--- src/rtl/control_sequencer.sv ---
// control_sequencer: hardwired fetch/execute control unit that drives every
// Datapath strobe from a Moore FSM (IDLE, T0..T6, HALTED).
//
// Ports:
//   clk        system clock, rising edge
//   clr        asynchronous active-low reset
//   run        level; 1 permits instruction fetch
//   mem_ready  memory data valid during T1
//   ir         IR contents from Datapath (opcode[31:27] Ra[26:23] Rb[22:19] Rc[18:15])
//   step       (SINGLE_STEP_EN only) advance out of STEP_WAIT
//   pc_out .. lo_in   single-bit Datapath strobes
//   r_in / r_out      one-hot register load / drive, NREG wide
//   op_code           ALU operation, nonzero only in the ALU cycle
//   busy / halted     status decoded from the state
//   illegal           sticky flag for an undefined opcode
//
// Optional feature: define SINGLE_STEP_EN to add the `step` input and the
// STEP_WAIT state entered at the end of every instruction.
//
// Outputs are decoded combinationally from the registered state (and ir), so
// an asynchronous reset forces them all to 0 in the same cycle.

module control_sequencer #(
    parameter int unsigned NREG = 16,
    parameter int unsigned OPW  = 5
) (
    input  logic            clk,
    input  logic            clr,
    input  logic            run,
    input  logic            mem_ready,
    input  logic [31:0]     ir,
`ifdef SINGLE_STEP_EN
    input  logic            step,
`endif
    output logic            pc_out,
    output logic            pc_increment,
    output logic            MARin,
    output logic            pc_in,
    output logic            read,
    output logic            mdr_in,
    output logic            mdr_out,
    output logic            ir_in,
    output logic            y_in,
    output logic            zhigh_in,
    output logic            zlow_in,
    output logic            zhigh_out,
    output logic            zlow_out,
    output logic            hi_in,
    output logic            lo_in,
    output logic [NREG-1:0] r_in,
    output logic [NREG-1:0] r_out,
    output logic [OPW-1:0]  op_code,
    output logic            busy,
    output logic            halted,
    output logic            illegal
);

    typedef enum logic [3:0] {
        S_IDLE,
        S_T0,
        S_T1,
        S_T2,
        S_T3,
        S_T4,
        S_T5,
        S_T6,
        S_HALTED
`ifdef SINGLE_STEP_EN
        , S_STEP_WAIT
`endif
    } state_t;

    typedef enum logic [2:0] {
        C_ALU3,
        C_MULDIV,
        C_UNARY,
        C_NOP,
        C_HALT,
        C_ILL
    } opclass_t;

    state_t   state_q;
    state_t   state_nxt;
    state_t   end_state;
    opclass_t cls;

    logic [4:0]      opc;
    logic [3:0]      ra;
    logic [3:0]      rb;
    logic [3:0]      rc;
    logic [NREG-1:0] sel_ra;
    logic [NREG-1:0] sel_rb;
    logic [NREG-1:0] sel_rc;
    logic            unused_ir_bits;

    assign opc            = ir[31:27];
    assign ra             = ir[26:23];
    assign rb             = ir[22:19];
    assign rc             = ir[18:15];
    assign unused_ir_bits = ^ir[14:0];

    // One-hot register select; an index beyond the register file selects nothing.
    function automatic logic [NREG-1:0] reg_sel(input logic [3:0] idx);
        logic [NREG-1:0] v;
        v = '0;
        if (32'(idx) < NREG) v = NREG'(1) << idx;
        return v;
    endfunction

    assign sel_ra = reg_sel(ra);
    assign sel_rb = reg_sel(rb);
    assign sel_rc = reg_sel(rc);

    // Opcode class decode.
    always_comb begin
        cls = C_ILL;
        if (opc <= 5'd10) begin
            cls = C_ALU3;
        end else begin
            case (opc)
                5'd15, 5'd16: cls = C_MULDIV;
                5'd17, 5'd18: cls = C_UNARY;
                5'd26:        cls = C_NOP;
                5'd27:        cls = C_HALT;
                default:      cls = C_ILL;
            endcase
        end
    end

    // State register.
    always_ff @(posedge clk or negedge clr) begin
        if (!clr) state_q <= S_IDLE;
        else      state_q <= state_nxt;
    end

    // Sticky illegal-opcode flag, evaluated when the opcode is first decoded.
    always_ff @(posedge clk or negedge clr) begin
        if (!clr)                                  illegal <= 1'b0;
        else if (state_q == S_T3 && cls == C_ILL)  illegal <= 1'b1;
    end

`ifdef SINGLE_STEP_EN
    // Remembers that step has been low since (or just before) entering STEP_WAIT,
    // so a step held high across the end of an instruction is not taken as a pulse.
    logic step_armed;

    always_ff @(posedge clk or negedge clr) begin
        if (!clr)                        step_armed <= 1'b0;
        else if (state_q == S_STEP_WAIT) step_armed <= step_armed | ~step;
        else                             step_armed <= ~step;
    end
`endif

    assign busy   = (state_q != S_IDLE) && (state_q != S_HALTED);
    assign halted = (state_q == S_HALTED);

    // Next-state and strobe decode.
    always_comb begin
        pc_out       = 1'b0;
        pc_increment = 1'b0;
        MARin        = 1'b0;
        pc_in        = 1'b0;
        read         = 1'b0;
        mdr_in       = 1'b0;
        mdr_out      = 1'b0;
        ir_in        = 1'b0;
        y_in         = 1'b0;
        zhigh_in     = 1'b0;
        zlow_in      = 1'b0;
        zhigh_out    = 1'b0;
        zlow_out     = 1'b0;
        hi_in        = 1'b0;
        lo_in        = 1'b0;
        r_in         = '0;
        r_out        = '0;
        op_code      = '0;
        state_nxt    = state_q;
`ifdef SINGLE_STEP_EN
        end_state    = S_STEP_WAIT;
`else
        end_state    = run ? S_T0 : S_IDLE;
`endif

        case (state_q)
            S_IDLE: begin
                if (run) state_nxt = S_T0;
            end
            S_T0: begin
                pc_out       = 1'b1;
                pc_increment = 1'b1;
                MARin        = 1'b1;
                zlow_in      = 1'b1;
                zhigh_in     = 1'b1;
                state_nxt    = S_T1;
            end
            S_T1: begin
                // Memory wait: strobes held, PC only loaded on the completing cycle.
                zlow_out = 1'b1;
                read     = 1'b1;
                mdr_in   = 1'b1;
                pc_in    = mem_ready;
                if (mem_ready) state_nxt = S_T2;
            end
            S_T2: begin
                mdr_out   = 1'b1;
                ir_in     = 1'b1;
                state_nxt = S_T3;
            end
            S_T3: begin
                case (cls)
                    C_ALU3: begin
                        r_out     = sel_rb;
                        y_in      = 1'b1;
                        state_nxt = S_T4;
                    end
                    C_MULDIV: begin
                        r_out     = sel_ra;
                        y_in      = 1'b1;
                        state_nxt = S_T4;
                    end
                    C_UNARY: begin
                        r_out     = sel_rb;
                        zlow_in   = 1'b1;
                        zhigh_in  = 1'b1;
                        op_code   = OPW'(opc);
                        state_nxt = S_T4;
                    end
                    C_HALT:  state_nxt = S_HALTED;
                    default: state_nxt = end_state;
                endcase
            end
            S_T4: begin
                case (cls)
                    C_ALU3: begin
                        r_out     = sel_rc;
                        zlow_in   = 1'b1;
                        zhigh_in  = 1'b1;
                        op_code   = OPW'(opc);
                        state_nxt = S_T5;
                    end
                    C_MULDIV: begin
                        r_out     = sel_rb;
                        zlow_in   = 1'b1;
                        zhigh_in  = 1'b1;
                        op_code   = OPW'(opc);
                        state_nxt = S_T5;
                    end
                    C_UNARY: begin
                        zlow_out  = 1'b1;
                        r_in      = sel_ra;
                        state_nxt = end_state;
                    end
                    default: state_nxt = end_state;
                endcase
            end
            S_T5: begin
                case (cls)
                    C_ALU3: begin
                        zlow_out  = 1'b1;
                        r_in      = sel_ra;
                        state_nxt = end_state;
                    end
                    C_MULDIV: begin
                        zlow_out  = 1'b1;
                        lo_in     = 1'b1;
                        state_nxt = S_T6;
                    end
                    default: state_nxt = end_state;
                endcase
            end
            S_T6: begin
                if (cls == C_MULDIV) begin
                    zhigh_out = 1'b1;
                    hi_in     = 1'b1;
                end
                state_nxt = end_state;
            end
            S_HALTED: begin
                state_nxt = S_HALTED;
            end
`ifdef SINGLE_STEP_EN
            S_STEP_WAIT: begin
                if (step && step_armed) state_nxt = run ? S_T0 : S_IDLE;
            end
`endif
            default: begin
                state_nxt = S_IDLE;
            end
        endcase
    end

endmodule

--- config.mk ---
export PLATFORM = sky130hd
export DESIGN_NAME = control_sequencer
export DESIGN_NICKNAME = d
export VERILOG_FILES = /design/src/rtl/control_sequencer.sv
export SDC_FILE = /design/constraint.sdc
export NUM_CORES = 1
export LEC_CHECK = 0
export CAP_MARGIN = 20
export CORE_MARGIN = 2
export CORE_UTILIZATION = 40
export CTS_CLUSTER_DIAMETER = 80
export CTS_CLUSTER_SIZE = 28
export DETAILED_ROUTE_END_ITERATION = 6
export PLACE_DENSITY = 0.92
export SYNTH_ARGS = -nofsm -noshare
export SYNTH_HDL_FRONTEND = slang
export SYNTH_SLANG_ARGS = --single-unit
--- constraint.sdc ---
create_clock -name clk -period 4.3 [get_ports clk]
set_input_delay 0.86 -clock clk [delete_from_list [all_inputs] [get_ports clk]]
set_output_delay 0.86 -clock clk [all_outputs]
set_load 0.02 [all_outputs]
==> impl_metrics.env, run 1 <==
export IMPL_dpl_hpwl_mm=3.982
export IMPL_gr_total_overflow=0
export IMPL_synth_area_um2=1425
export IMPL_place_area_um2=2253
export IMPL_fin_ws_ns=0.1088
export IMPL_postCtsHoldBufs=0
export IMPL_port_buffers=75
export IMPL_tritoncts="yes"
export IMPL_clk_path_buf_depth=2
export IMPL_critPathLaunch="ir[28]"
export IMPL_slowest_stage="clkdlybuf4s50_1"
export IMPL_worst_pin_slew_ns=0.6031
export IMPL_area_delta_synth_final_pct=61.37
export IMPL_synth_nets=260
export IMPL_ant_nets=0
export IMPL_dr_pass1_iters=5
export IMPL_antenna_found_initial=0
export IMPL_max_slew_margin=0.5970
export IMPL_reg2reg_depth=4
export IMPL_r2r_end="state_q[1]"
export IMPL_fin_area_um2=2300
export IMPL_drive_above_1_share=0.1037
export IMPL_finalSetupViolations=0
export IMPL_layout_common_cells="clkdlybuf4s50_1 (72), nor2_1 (35), nand2_1 (21), buf_4 (15)"
export IMPL_grt_use_total=0.2459
export IMPL_wl_per_cell_um=14.67
export IMPL_grt_pass1_wl_mm=8.176
export IMPL_ys_async_sr_fraction=1.000
export IMPL_p_leak_nw=0.8052
export IMPL_hold_violations=0
export IMPL_path_delay_family="buffers and inverters"
export IMPL_cts_buffers=3
export IMPL_grt_pass1_vias=1761
export IMPL_dieArea_um2=4056
export IMPL_cts_sinks=5
export IMPL_fmaxAchievable_mhz=238.6
export IMPL_drc=0
export IMPL_cpPeakStageDelay_ns=0.65
export IMPL_hp_class="flip-flop to flip-flop"
export IMPL_n_antenna_cell=0
export IMPL_ys_types=48
export IMPL_crit_arrival_ns=3.33
export IMPL_post_route_util=0.6785
export IMPL_maxCapViolCount=0
export IMPL_crit_path_max_fanout=4
export IMPL_yosysSeqAreaShare=0.08780
export IMPL_core_area_um2=3390
export IMPL_dp_slack_ns=0.02570
export IMPL_tns_ns=0
export IMPL_vdd_drop_max_mv=0.2180
export IMPL_yosysWarningCount=0
export IMPL_cts_root_buf="clkbuf_4"
export IMPL_cp_num_cells=7
export IMPL_critPathBufInv=2
export IMPL_clk_pin_slew_worst_paths_ns=0.05
export IMPL_cp_cell_sequence="clkdlybuf4s50_1 > xor2_1 > a211oi_2 > or3_4 > o32a_1 > o22ai_2 > clkdlybuf4s50_1"
export IMPL_htreeDepth=1
export IMPL_holdWs_ns=0.4676
export IMPL_reg2reg_slack_ns=2.41
export IMPL_period_share=0.9747
export IMPL_vias=2003
export IMPL_syn_mean_instance_area_um2=6.362
export IMPL_finalClockSkew_ns=0.004395
export IMPL_path_class="input port to output port"
export IMPL_wirelength_mm=5.062
export IMPL_setup_worst_path_end="r_out[0]"
export IMPL_reg2reg_from="state_q[0]"
export IMPL_p_per_area_nw_per_um2=239.6
export IMPL_crit_top_cell="clkdlybuf4s50_1"
export IMPL_cts_setup_buffers=0
export IMPL_initial_utilization=0.4205
export IMPL_yosys_most_used_dff="dfrtp_1"
export IMPL_die_y_um=63.69
export IMPL_grt_max_degree=19
export IMPL_finalMaxSlewViolations=0
export IMPL_fill_cells=281
export IMPL_postSynthCellCount=224
export IMPL_yosys_register_bits=5
export IMPL_clk_latency_ns=0.25
export IMPL_status="finished clean"
export IMPL_end_kind="output port"
export IMPL_worstPathRequired_ns=3.44
export IMPL_synth_edf_count=0
export IMPL_rsz0062_at_grt="false"
export IMPL_min_delay_start="illegal"
export IMPL_initialDrtViolationCount=154
export IMPL_viasPerCell=5.806
export IMPL_final_net_count=336
export IMPL_start_kind="input port"
export IMPL_cts_repair_resized=0
export IMPL_final_common_cell="clkdlybuf4s50_1"
export IMPL_chipWidth_um=63.69
export IMPL_floorplan_rows=21
export IMPL_gp_congestion=0.9247
export IMPL_layout_min_cycle_time_ns=4.191
export IMPL_ios=91
-- cell families (layout without fill, tap and decap cells) --
kind of cell / after synthesis / count (layout) / share of synthesized area
buffers and inverters: 27 / 102 / 0.09745
AO/OA/AOI/OAI: 67 / 67 / 0.3433
flip-flops: 5 / 5 / 0.08780
XOR/XNOR: 1 / 1 / 0.006147
AND/OR/NAND/NOR: 124 / 124 / 0.4653
-- through the flow --
step	power [mW]	std cells
3_3_place_gp	0.4793	341
4_1_cts	0.5485	345
3_5_place_dp	0.4903	341
2_1_floorplan	0.3383	224
5_1_grt	0.5887	345
6_report	0.5510	345
-- cell type report --
type	instances	area, um2	share of cell area
Inverter	7	26.28	0.01143
Timing Repair Buffer	91	890.9	0.3874
Multi-Input combinational cell	192	1174	0.5103
Tap cell	46	57.56	0.02503
Clock buffer	4	26.28	0.01143
Sequential cell	5	125.1	0.05441
-- worst min-delay path by stage --
stage	to	slack, ns	depth (start not counted)
6_report	illegal	0.47	2
2_1_floorplan	illegal	0.56	0
5_1_grt	illegal	0.50	2
3_3_place_gp	illegal	0.45	2
3_5_place_dp	illegal	0.46	2
4_1_cts	illegal	0.47	2
-- per-layer routing --
layer	up-vias	GRT usage	wire (um)
met5	-	0	0
met4	0	0.03804	47
met3	6	0.06607	510
met2	113	0.4105	2334
met1	915	0.3211	2170
li1	969	-	-
-- registers in the layout, indices dropped and copies added (netlist names) --
register	count
state_q	4
illegal	1
-- power breakdown --
group | total, mW | internal [mW] | switching (mW) | leakage, nW
Sequential | 0.0848 | 0.0597 | 0.0251 | 0.0607
Combinational | 0.410 | 0.186 | 0.224 | 0.729
Clock | 0.0561 | 0.0352 | 0.0209 | 0.0150
Total | 0.551 | 0.281 | 0.270 | 0.805
-- worst reg2reg max path, delay by kind of cell (launching register included) --
family / cells / cell delay (ns)
flip-flops: 1 / 0.46
AND/OR/NAND/NOR: 4 / 1.30
-- Yosys cell counts (all sizes together), types with 2 or more instances --
library cell | number | area [um2]
inv | 7 | 26.28
nand2 | 21 | 78.83
nor2 | 36 | 137.6
nand2b | 9 | 56.30
o22a | 5 | 43.79
and3 | 4 | 25.02
nor3 | 13 | 65.06
a32oi | 5 | 43.79
and2 | 10 | 62.56
nor3b | 2 | 25.02
nand3 | 3 | 15.01
dfrtp | 5 | 125.1
or4 | 2 | 15.01
or3 | 2 | 17.52
o21ai | 8 | 40.04
buf | 14 | 90.08
o22ai | 16 | 106.4
nor2b | 13 | 81.33
a211oi | 3 | 40.04
and4b | 2 | 23.77
a22oi | 9 | 67.56
clkbuf | 6 | 22.52
nor4 | 5 | 46.29
a21oi | 9 | 45.04
o2bb2ai | 3 | 26.28
Power figures use the tool's default switching activity.
==> inputs of run 2 (changes only) <==
--- a/config.mk
+++ b/config.mk
@@ -12,6 +12,8 @@
 export CTS_CLUSTER_SIZE = 28
 export DETAILED_ROUTE_END_ITERATION = 6
 export PLACE_DENSITY = 0.92
+export REMOVE_ABC_BUFFERS = 1
+export SLEW_MARGIN = 0
 export SYNTH_ARGS = -nofsm -noshare
 export SYNTH_HDL_FRONTEND = slang
 export SYNTH_SLANG_ARGS = --single-unit
==> run 2 against run 1 <==
Worst hold slack better by 0.018 ns. Clock-buffer cell count did not move. Clock power grew 5.5%. Maximum frequency is 1.3% higher. Clock skew up 0.0063 ns. Die area stayed put. Final area decreased by 0.82%. Utilization is 0.55 points lower. Combinational power about the same. Largest power group unchanged. Via count is 2.2% lower.
==> impl_metrics.env, run 2 (same netlist as run 1, synthesis figures left out) <==
export IMPL_status="finished clean"
export IMPL_floorplan_rows=21
export IMPL_period_share=0.9621
export IMPL_drive_above_1_share=0.09428
export IMPL_hold_violations=0
export IMPL_area_delta_synth_final_pct=60.05
export IMPL_instances_no_fill=343
export IMPL_final_common_cell="clkdlybuf4s50_1"
export IMPL_gp_congestion=0.9637
export IMPL_worstPathRequired_ns=3.44
export IMPL_ant_nets=0
export IMPL_start_kind="input port"
export IMPL_gr_total_overflow=0
export IMPL_path_class="input port to output port"
export IMPL_cp_cell_sequence="clkdlybuf4s50_1 > nor3b_2 > o2bb2a_1 > nor2_1 > a32oi_1 > o22ai_1 > clkdlybuf4s50_1"
export IMPL_port_buffers=75
export IMPL_clk_pin_slew_worst_paths_ns=0.05
export IMPL_largest_reg_flops=4
export IMPL_crit_arrival_ns=3.28
export IMPL_final_net_count=334
export IMPL_antenna_found_initial=0
export IMPL_biggestRegsByFlops="state_q x4, illegal x1"
export IMPL_hp_class="flip-flop to flip-flop"
export IMPL_worst_pin_slew_ns=0.5396
export IMPL_cts_root_buf="clkbuf_4"
export IMPL_dr_pass1_iters=5
export IMPL_finalMaxSlewViolations=0
export IMPL_die_y_um=63.69
export IMPL_max_slew_margin=0.6390
export IMPL_placed_cells=339
export IMPL_dpl_hpwl_mm=3.998
export IMPL_initialDrtViolationCount=172
export IMPL_grt_max_degree=19
export IMPL_cts_setup_buffers=0
export IMPL_regMostFlops="state_q"
export IMPL_crit_top_cell="clkdlybuf4s50_1"
export IMPL_grt_pass1_vias=1754
export IMPL_slowest_stage="clkdlybuf4s50_1"
export IMPL_fmaxAchievable_mhz=241.7
export IMPL_fin_area_um2=2281
export IMPL_p_leak_nw=0.7800
export IMPL_tritoncts="yes"
export IMPL_place_area_um2=2238
export IMPL_vias=1959
export IMPL_rsz0062_at_grt="false"
export IMPL_wirelength_mm=5.113
export IMPL_wl_per_cell_um=14.91
export IMPL_cts_buffers=3
export IMPL_viasPerCell=5.711
export IMPL_chipWidth_um=63.69
export IMPL_maxCapViolCount=0
export IMPL_tns_ns=0
export IMPL_clk_latency_ns=0.26
export IMPL_dieArea_um2=4056
export IMPL_p_per_area_nw_per_um2=243.9
export IMPL_finalClockSkew_ns=0.01067
export IMPL_finalSetupViolations=0
export IMPL_drc=0
export IMPL_core_area_um2=3390
export IMPL_cpPeakStageDelay_ns=0.63
export IMPL_holdWs_ns=0.4858
export IMPL_grt_pass1_wl_mm=8.355
export IMPL_n_antenna_cell=0
export IMPL_fill_cells=290
export IMPL_clk_path_buf_depth=2
export IMPL_layout_common_cells="clkdlybuf4s50_1 (73), nor2_1 (35), nand2_1 (21), o22ai_1 (15)"
export IMPL_critPathBufInv=2
export IMPL_ios=91
export IMPL_end_kind="output port"
export IMPL_initial_utilization=0.4205
export IMPL_crit_path_max_fanout=7
export IMPL_htreeDepth=1
export IMPL_path_delay_family="buffers and inverters"
export IMPL_layout_min_cycle_time_ns=4.137
export IMPL_vdd_drop_max_mv=0.1865
export IMPL_cts_sinks=5
export IMPL_grt_use_total=0.2547
[run 2: cell types whose count changed in the layout (fill, tap and decap cells not counted), sizes merged]
cell | previous run | this run
clkdlybuf4s50 | 72 | 73
buf | 16 | 14
dlymetal6s2s | 3 | 2
[run 2: timing repair]
action                                  4_1_cts  5_1_grt
endpoints found under the setup margin        0       29
hold buffers                                  0        0
endpoints found under the hold margin         0        0
gates resized for setup                       0        4
[run 2: final cells by class]
cell class / count / area (um2) / area share
flip-flops and latches: 5 / 125.1 / 0.05485
clock buffers: 4 / 26.28 / 0.01152
inverters: 7 / 26.28 / 0.01152
multi-input cells: 192 / 1172 / 0.5140
well taps: 46 / 57.56 / 0.02523
repair buffers: 89 / 873.3 / 0.3829
[run 2: worst register-to-register path, cell delays in order, from the launching register on]
cell      delay (ns)
dfrtp_1         0.45
nand2b_1        0.19
or3_1           0.45
o311ai_0        0.36
and3_1          0.19
[run 2: through the flow]
stage / util / total power [mW] / setup WS [ns]
after global routing: 0.6729 / 0.5913 / 0.03278
after floorplan: - / 0.2929 / 1.137
after global placement: 0.6604 / 0.4803 / 0.05766
final: 0.6729 / 0.5564 / 0.1630
after detailed placement: 0.6604 / 0.4923 / 0.05237
after CTS: 0.6681 / 0.5529 / 0.04011
[run 2: metal layers]
| layer | wire length (um) | GRT usage |
|---|---|---|
| met5 | 0 | 0 |
| met4 | 57 | 0.04348 |
| met3 | 357 | 0.04464 |
| met2 | 2407 | 0.4105 |
| met1 | 2290 | 0.3575 |
[run 2: power by group]
group          internal, mW  total [mW]  switching, mW
Clock                0.0354      0.0592         0.0239
Combinational         0.186       0.412          0.226
Sequential           0.0596      0.0848         0.0251
[run 2: worst paths after layout]
| path | startpoint | end | slack, ns | depth (start not counted) |
|---|---|---|---|---|
| max | ir[29] | r_out[8] | 0.16 | 7 |
| min | illegal | illegal | 0.49 | 2 |
| max reg2reg | state_q[3] | state_q[0] | 2.58 | 4 |
| min reg2reg | illegal | illegal | 0.49 | 2 |
| max in group asynchronous | clr | state_q[1] | 3.26 | 1 |
| min in group asynchronous | clr | state_q[3] | 0.83 | 1 |
==> inputs of run 3 (changes only) <==
--- a/config.mk
+++ b/config.mk
@@ -8,7 +8,7 @@
 export CAP_MARGIN = 20
 export CORE_MARGIN = 2
 export CORE_UTILIZATION = 40
-export CTS_CLUSTER_DIAMETER = 80
+export CTS_CLUSTER_DIAMETER = 30
 export CTS_CLUSTER_SIZE = 28
 export DETAILED_ROUTE_END_ITERATION = 6
 export PLACE_DENSITY = 0.92
==> results of run 3 <==
Final layout, timing and power as in run 2 (identical DEF).
